File: src/rtl/spi_reg_if_pkg.sv
// Shared definitions for the SPI register interface: header layout, FSM state
// encoding and default bank geometry.
package spi_reg_if_pkg;

    // Header is always one byte, MSB first; bit 7 selects read (1) or write (0).
    localparam int unsigned HdrLen = 8;
    localparam int unsigned RwBit  = 7;

    // Default register bank geometry.
    localparam int unsigned NRegDefault = 8;
    localparam int unsigned AwDefault   = 3;
    localparam int unsigned DwDefault   = 8;

    typedef enum logic [1:0] {
        StIdle = 2'd0,
        StHdr  = 2'd1,
        StData = 2'd2,
        StDone = 2'd3
    } state_e;

endpackage

File: src/rtl/spi_reg_if_if.sv
// Bus bundle between the synchronized SPI pins / DDS datapath and spi_reg_if.
//   sclk_s, cs_n_s, mosi_s : synchronized SPI inputs (cs_n_s active-low)
//   miso                   : serial read data, 0 when not selected
//   regs                   : flattened register bank, register k at [k*DW +: DW]
//   wr_stb, wr_addr        : one-cycle commit strobe and address of last write
interface spi_reg_if_if
    import spi_reg_if_pkg::*;
#(
    parameter int unsigned NREG = NRegDefault,
    parameter int unsigned AW   = AwDefault,
    parameter int unsigned DW   = DwDefault
) ();

    logic                 sclk_s;
    logic                 cs_n_s;
    logic                 mosi_s;
    logic                 miso;
    logic [NREG*DW-1:0]   regs;
    logic                 wr_stb;
    logic [AW-1:0]        wr_addr;

    modport slave (
        input  sclk_s,
        input  cs_n_s,
        input  mosi_s,
        output miso,
        output regs,
        output wr_stb,
        output wr_addr
    );

    modport master (
        output sclk_s,
        output cs_n_s,
        output mosi_s,
        input  miso,
        input  regs,
        input  wr_stb,
        input  wr_addr
    );

endinterface

File: src/rtl/spi_reg_if_edge_det.sv
// edge_det: 1-bit edge detector. Holds the previous sample of sig_i and flags
// the first cycle in which the input differs from it.
//   clk, rst_n : clock, synchronous active-low reset
//   sig_i      : input to watch
//   rise_o     : sig_i is 1 and previous sample was 0
//   fall_o     : sig_i is 0 and previous sample was 1
module edge_det (
    input  logic clk,
    input  logic rst_n,
    input  logic sig_i,
    output logic rise_o,
    output logic fall_o
);

    logic sig_q;

    always_ff @(posedge clk) begin
        if (!rst_n) begin
            sig_q <= 1'b0;
        end else begin
            sig_q <= sig_i;
        end
    end

    assign rise_o = sig_i & ~sig_q;
    assign fall_o = ~sig_i & sig_q;

endmodule

File: src/rtl/spi_reg_if.sv
// spi_reg_if: SPI mode-0 slave that decodes header+data frames and maintains a
// bank of NREG configuration registers of DW bits each.
//   clk, rst_n : system clock, synchronous active-low reset
//   bus        : slave side of spi_reg_if_if (SPI pins, MISO, register bus,
//                write strobe and address)
module spi_reg_if
    import spi_reg_if_pkg::*;
#(
    parameter int unsigned NREG = NRegDefault,
    parameter int unsigned AW   = AwDefault,
    parameter int unsigned DW   = DwDefault
) (
    input  logic           clk,
    input  logic           rst_n,
    spi_reg_if_if.slave    bus
);

    localparam int unsigned CntMax = (DW > HdrLen) ? DW : HdrLen;
    localparam int unsigned CntW   = (CntMax > 1) ? $clog2(CntMax) : 1;

    logic rise, fall;

    edge_det u_sclk_edge (
        .clk    (clk),
        .rst_n  (rst_n),
        .sig_i  (bus.sclk_s),
        .rise_o (rise),
        .fall_o (fall)
    );

    state_e               state_q;
    logic [CntW-1:0]      cnt_q;
    logic [HdrLen-2:0]    hdr_q;
    logic [DW-1:0]        data_q;
    logic [DW-1:0]        shout_q;
    logic                 rd_q;
    logic                 addr_ok_q;
    logic [AW-1:0]        addr_q;
    logic                 armed_q;
    logic                 miso_q;
    logic                 wr_stb_q;
    logic [AW-1:0]        wr_addr_q;
    logic [NREG*DW-1:0]   regs_q;

    // Header/data words including the bit being sampled this cycle.
    logic [HdrLen-1:0]    hdr_full;
    logic [AW-1:0]        hdr_addr;
    logic                 hdr_addr_ok;
    logic [DW-1:0]        rd_word;
    logic [DW-1:0]        data_full;
    logic                 unused_hdr;

    always_comb begin
        hdr_full    = {hdr_q, bus.mosi_s};
        hdr_addr    = hdr_full[AW-1:0];
        data_full   = (data_q << 1) | DW'(bus.mosi_s);
        hdr_addr_ok = 1'b0;
        rd_word     = '0;
        // Out-of-range addresses decode to nothing, so reads return 0.
        for (int k = 0; k < int'(NREG); k++) begin
            if (hdr_addr == AW'(k)) begin
                hdr_addr_ok = 1'b1;
                rd_word     = regs_q[k*DW +: DW];
            end
        end
        unused_hdr = ^hdr_full;
    end

    always_ff @(posedge clk) begin
        if (!rst_n) begin
            state_q   <= StIdle;
            cnt_q     <= '0;
            hdr_q     <= '0;
            data_q    <= '0;
            shout_q   <= '0;
            rd_q      <= 1'b0;
            addr_ok_q <= 1'b0;
            addr_q    <= '0;
            armed_q   <= 1'b0;
            miso_q    <= 1'b0;
            wr_stb_q  <= 1'b0;
            wr_addr_q <= '0;
            regs_q    <= '0;
        end else begin
            wr_stb_q <= 1'b0;
            if (bus.cs_n_s) begin
                // Deselect wins over any SCLK edge in the same cycle.
                state_q <= StIdle;
                cnt_q   <= '0;
                miso_q  <= 1'b0;
                armed_q <= 1'b1;
            end else begin
                unique case (state_q)
                    StIdle: begin
                        // A frame already in flight at reset release is skipped
                        // until chip select has been seen high.
                        if (armed_q) begin
                            state_q <= StHdr;
                            cnt_q   <= '0;
                        end
                    end
                    StHdr: begin
                        if (rise) begin
                            hdr_q <= hdr_full[HdrLen-2:0];
                            cnt_q <= cnt_q + 1'b1;
                            if (cnt_q == CntW'(HdrLen - 1)) begin
                                rd_q      <= hdr_full[RwBit];
                                addr_q    <= hdr_addr;
                                addr_ok_q <= hdr_addr_ok;
                                shout_q   <= hdr_full[RwBit] ? rd_word : '0;
                                data_q    <= '0;
                                cnt_q     <= '0;
                                state_q   <= StData;
                            end
                        end
                    end
                    StData: begin
                        if (fall) begin
                            miso_q  <= shout_q[DW-1];
                            shout_q <= shout_q << 1;
                        end
                        if (rise) begin
                            data_q <= data_full;
                            cnt_q  <= cnt_q + 1'b1;
                            if (cnt_q == CntW'(DW - 1)) begin
                                if (!rd_q && addr_ok_q) begin
                                    for (int k = 0; k < int'(NREG); k++) begin
                                        if (addr_q == AW'(k)) begin
                                            regs_q[k*DW +: DW] <= data_full;
                                        end
                                    end
                                    wr_addr_q <= addr_q;
                                    wr_stb_q  <= 1'b1;
                                end
                                miso_q  <= 1'b0;
                                state_q <= StDone;
                            end
                        end
                    end
                    StDone: begin
                        miso_q <= 1'b0;
                    end
                    default: begin
                        state_q <= StIdle;
                    end
                endcase
            end
        end
    end

    assign bus.miso    = miso_q;
    assign bus.regs    = regs_q;
    assign bus.wr_stb  = wr_stb_q;
    assign bus.wr_addr = wr_addr_q;

endmodule

File: src/flat_wrapper.sv
// flat-port wrapper written by rule: the top's interface ports become plain ports
module spi_reg_if_flat import spi_reg_if_pkg::*;
#(
    parameter int unsigned NREG = NRegDefault,
    parameter int unsigned AW   = AwDefault,
    parameter int unsigned DW   = DwDefault
)
  (clk, rst_n, bus_sclk_s, bus_cs_n_s, bus_mosi_s, bus_miso, bus_regs, bus_wr_stb, bus_wr_addr);
  spi_reg_if_if #(.NREG(NREG), .AW(AW), .DW(DW)) bus_i ();
  input  logic clk;
  input  logic rst_n;
  input wire logic [$bits(bus_i.sclk_s)-1:0] bus_sclk_s;
  input wire logic [$bits(bus_i.cs_n_s)-1:0] bus_cs_n_s;
  input wire logic [$bits(bus_i.mosi_s)-1:0] bus_mosi_s;
  output wire logic [$bits(bus_i.miso)-1:0] bus_miso;
  output wire logic [$bits(bus_i.regs)-1:0] bus_regs;
  output wire logic [$bits(bus_i.wr_stb)-1:0] bus_wr_stb;
  output wire logic [$bits(bus_i.wr_addr)-1:0] bus_wr_addr;
  assign bus_i.sclk_s = bus_sclk_s;
  assign bus_i.cs_n_s = bus_cs_n_s;
  assign bus_i.mosi_s = bus_mosi_s;
  assign bus_miso = bus_i.miso;
  assign bus_regs = bus_i.regs;
  assign bus_wr_stb = bus_i.wr_stb;
  assign bus_wr_addr = bus_i.wr_addr;
  spi_reg_if #(.NREG(NREG), .AW(AW), .DW(DW)) u_core (.clk(clk), .rst_n(rst_n), .bus(bus_i));
endmodule
File: config.mk
export PLATFORM = sky130hd
export DESIGN_NAME = spi_reg_if_flat
export DESIGN_NICKNAME = d
export VERILOG_FILES = /design/src/rtl/spi_reg_if_pkg.sv /design/src/rtl/spi_reg_if_if.sv /design/src/rtl/spi_reg_if_edge_det.sv /design/src/rtl/spi_reg_if.sv /design/src/flat_wrapper.sv
export SDC_FILE = /design/constraint.sdc
export NUM_CORES = 1
export LEC_CHECK = 0
export CAP_MARGIN = 0
export CELL_PAD_IN_SITES_DETAIL_PLACEMENT = 1
export CELL_PAD_IN_SITES_GLOBAL_PLACEMENT = 1
export CORE_MARGIN = 2
export CORE_UTILIZATION = 40
export DETAILED_ROUTE_END_ITERATION = 8
export PLACE_DENSITY_LB_ADDON = 0.1
export SYNTH_ARGS = -nofsm -noshare
export SYNTH_HDL_FRONTEND = slang
export SYNTH_HIERARCHICAL = 1
export SYNTH_SLANG_ARGS = --single-unit
File: constraint.sdc
create_clock -name clk -period 2.38 [get_ports clk]
set_input_delay 0.476 -clock clk [delete_from_list [all_inputs] [get_ports clk]]
set_output_delay 0.476 -clock clk [all_outputs]
set_load 0.02 [all_outputs]
==> results.yml <==
finish:
  area_delta_synth_final_pct: 28.93
  fin_cells: 721
  diodes: 0
  drive_above_1_share_pct: 11.07
  final_util_pct: 52.37
  nNetsFinal: 586
critical_path:
  crit_path_start_kind: "flop"
  path_delay_family: "compound AO/OA/AOI/OAI gates"
  critPathMaxFanout: 20
  cp.required_ps: 2660
  cp_cell_sequence: "inv_1 -> ha_1 -> buf_4 -> nor2b_1 -> o21ai_0 -> a21oi_1 -> a22oi_1 -> a21oi_1"
  crit_type: "flop to flop"
  cpMaxStageDelayCell: "nor2b_1"
  crit_arrival_ps: 2570
  crit_top_cell: "a21oi_1"
  slowest_delay_ps: 510
  cp_num_buf_inv: 2
  rrSetupSlack_ps: 90
  end_kind: "flop"
route:
  drc_errors: 0
  dr.pass1.iters: 4
  routed_wl_mm: 13.65
  ant_nets: 0
  avgViaCountPerCell: 5.417
  via_count: 3906
  routedWlPerCell_um: 18.93
  drt_iter0_drc: 201
placed_design:
  place_congestion: 0.7656
  dp.final_hpwl_mm: 9.597
  dp.cells: 705
  io_buffers: 73
yosys:
  synth.net_count: 517
  ys_async_sr_fraction_pct: 0
  yosysWarnings: 6
  synth_area_um2: 4598
  syn_area_per_cell_um2: 9.123
  ys_seq_area_share_pct: 44.84
  synth_top_flop_cell: "dfxtp_1"
  synth_edf_count: 0
  synthDistinctLibCells: 44
  postSynthCellCount: 504
  synth-seq-cells: 103
grt:
  grt_antenna_before_repair: 0
  track_usage_pct: 22.50
  grt_start_max_net_pins: 46
  grt_pass1_vias: 4090
  grt_pass1_wl_mm: 22.13
  grt-ovfl-total: 0
sta:
  fin_skew_ps: 9.248
  worst_pin_slew_ps: 658.2
  fin_tns_setup_ps: 0
  hold_viol_final: 0
  fmax_mhz: 436.7
  fin_crit_ps: 2290
  finalSetupViolations: 0
  finalCritPeriodShare_pct: 96.21
  relSlewSlack_pct: 56.06
  rsz0062_at_grt: "no"
  drv_slew: 0
clock_network:
  clk_pin_slew_ps: 80
  cts_htree_levels: 3
  cts_tree: "done"
  clockBufferDepth: 2
  root_buffer: "clkbuf_16"
  numCtsBuffers: 9
  clk_latency_ps: 350
  cts.sinks: 103
  cts_setup_buffers: 0
power_and_ir_drop:
  power.internal_mw: 2.589
  pwr-share-comb_pct: 4.1
  peakVddDrop_uv: 562.8
  p_total_mw: 3.374
  power.share.sequential_pct: 51.5
  p_sw_share_pct: 23.27
  p_per_area_nw_per_um2: 569.2
  leakagePower_nw: 2.298
  switching_power_mw: 0.7851
  clkPwrFrac_pct: 44.4
run_status:
  status: "completed"
die:
  rows: 39
  fp.coreArea_um2: 11320
  ioPinCount: 74
  die_h_um: 111.2
  start_util_pct: 40.62
  dieArea_um2: 12370
  die_w_um: 111.2
flow_run:
  timing.max_cap.violations: 0
hold_path:
  hold_path.class: "flop to flop"
==> cell usage after synthesis (all sizes together) (2+ instances only) <==
| cell type | n | area [µm²] |
|---|---|---|
| nor4b | 4 | 35.03 |
| clkbuf | 34 | 127.6 |
| nor3b | 3 | 22.52 |
| a22oi | 6 | 45.04 |
| nand3b | 5 | 37.54 |
| a211oi | 3 | 22.52 |
| or2 | 2 | 12.51 |
| ha | 8 | 100.1 |
| inv | 8 | 30.03 |
| o21ai | 23 | 115.1 |
| nor3 | 2 | 21.27 |
| nor2 | 79 | 296.5 |
| mux2 | 5 | 56.30 |
| o221ai | 5 | 43.79 |
| nor2b | 6 | 37.54 |
| dfxtp | 103 | 2062 |
| o21a | 2 | 15.01 |
| mux2i | 80 | 800.8 |
| nand2 | 27 | 101.4 |
| mux4 | 2 | 45.04 |
| nand3 | 24 | 125.1 |
| nand2b | 8 | 50.05 |
| o22ai | 7 | 43.79 |
| a21oi | 37 | 185.2 |
| buf | 8 | 48.79 |
==> power groups by stage <==
| stage | sequential, mW | combinational [mW] | clock, mW |
|---|---|---|---|
| 4_1_cts | 1.74 | 0.135 | 1.54 |
| 3_3_place_gp | 1.78 | 0.130 | 0 |
| 2_1_floorplan | 1.78 | 0.0906 | 0 |
| 3_5_place_dp | 1.78 | 0.134 | 0 |
| 6_report | 1.74 | 0.138 | 1.50 |
| 5_1_grt | 1.74 | 0.152 | 1.60 |
==> flip-flops by register name, indices dropped and copies added (netlist names), 2 cells and up <==
| signal | flops |
|---|---|
| u_core/cnt_q | 3 |
| u_core/bus.regs | 64 |
| u_core/shout_q | 8 |
| u_core/data_q | 7 |
| u_core/hdr_q | 7 |
| u_core/state_q | 2 |
| u_core/addr_q | 3 |
| u_core/bus.wr_addr | 3 |
==> path summary, 6_finish.rpt <==
| path | cells past startpoint | end | start |
|---|---|---|---|
| setup / recovery | 8 | u_core/shout_q[5] | u_core/state_q[0] |
| hold / removal | 2 | u_core/hdr_q[4] | u_core/hdr_q[4] |
| setup reg to reg | 8 | u_core/shout_q[5] | u_core/state_q[0] |
| hold reg to reg | 2 | u_core/hdr_q[4] | u_core/hdr_q[4] |
==> metrics by stage <==
| stage | instance area [µm²] | worst slack [ps] | hold WS, ps |
|---|---|---|---|
| finish | 5928 | 90.28 | 470.9 |
| floorplan | 4598 | 253.6 | 426.0 |
| detailed placement | 5610 | -320.1 | 441.7 |
| global route | 5928 | 5.008 | 498.4 |
| CTS | 5913 | 41.83 | 452.7 |
| global placement | 5610 | -252.6 | 437.1 |
==> final cells by class <==
class | count | area [µm²]
Timing Repair Buffer | 100 | 991.0
Clock buffer | 12 | 266.5
Sequential cell | 103 | 2062
Inverter | 8 | 30.03
Fill cell | 1298 | 5393
Clock inverter | 4 | 36.28
Multi-Input combinational cell | 351 | 2364
Tap cell | 143 | 178.9
==> cells by family after synthesis <==
logic type                 share of synthesized area [%]
and+or+nand+nor                                    17.31
muxes                                              19.62
adders and majority gates                          2.177
DFF                                                44.84
buffers and inverters                              4.490
AOI/OAI and AO/OA                                  11.56
==> metal layers <==
layer  share of wire (%)  GRT usage, %  wire (µm)
met1                  43         27.49       5871
met2                  52         39.67       7127
met3                 3.5         5.577        482
met4                 1.2         5.597        165
met5                   0             0          0
==> layout by cell type (no fill, tap or decap), types with 2 or more instances in the layout <==
| master | count |
|---|---|
| dfxtp_1 | 103 |
| mux2i_1 | 80 |
| nor2_1 | 79 |
| clkdlybuf4s50_1 | 72 |
| a21oi_1 | 37 |
| nand2_1 | 27 |
| nand3_1 | 23 |
| o21ai_0 | 23 |
| buf_4 | 22 |
| clkbuf_16 | 9 |
| nand2b_1 | 8 |
| ha_1 | 8 |
| inv_1 | 7 |
| o22ai_1 | 7 |
| a22oi_1 | 6 |
| nor2b_1 | 5 |
| nand3b_1 | 5 |
| mux2_2 | 5 |
| o221ai_1 | 5 |
| buf_12 | 5 |
| clkbuf_8 | 3 |
| nor4b_2 | 3 |
| a211oi_1 | 3 |
| nor3b_1 | 3 |
| or2_2 | 2 |
| o21a_1 | 2 |
| mux4_2 | 2 |
==> worst reg2reg max path: stages (launching register included) <==
cell,delay [ps]
dfxtp_1,440
inv_1,100
ha_1,240
buf_4,230
nor2b_1,510
o21ai_0,200
a21oi_1,230
a22oi_1,100
a21oi_1,170
==> what timing repair did <==
action | 4_1_cts | 5_1_grt
hold buffers | 0 | 0
resized for setup | 0 | 4
endpoints found under the setup margin | 0 | 27
No activity file was read; power rests on OpenSTA's default activity.
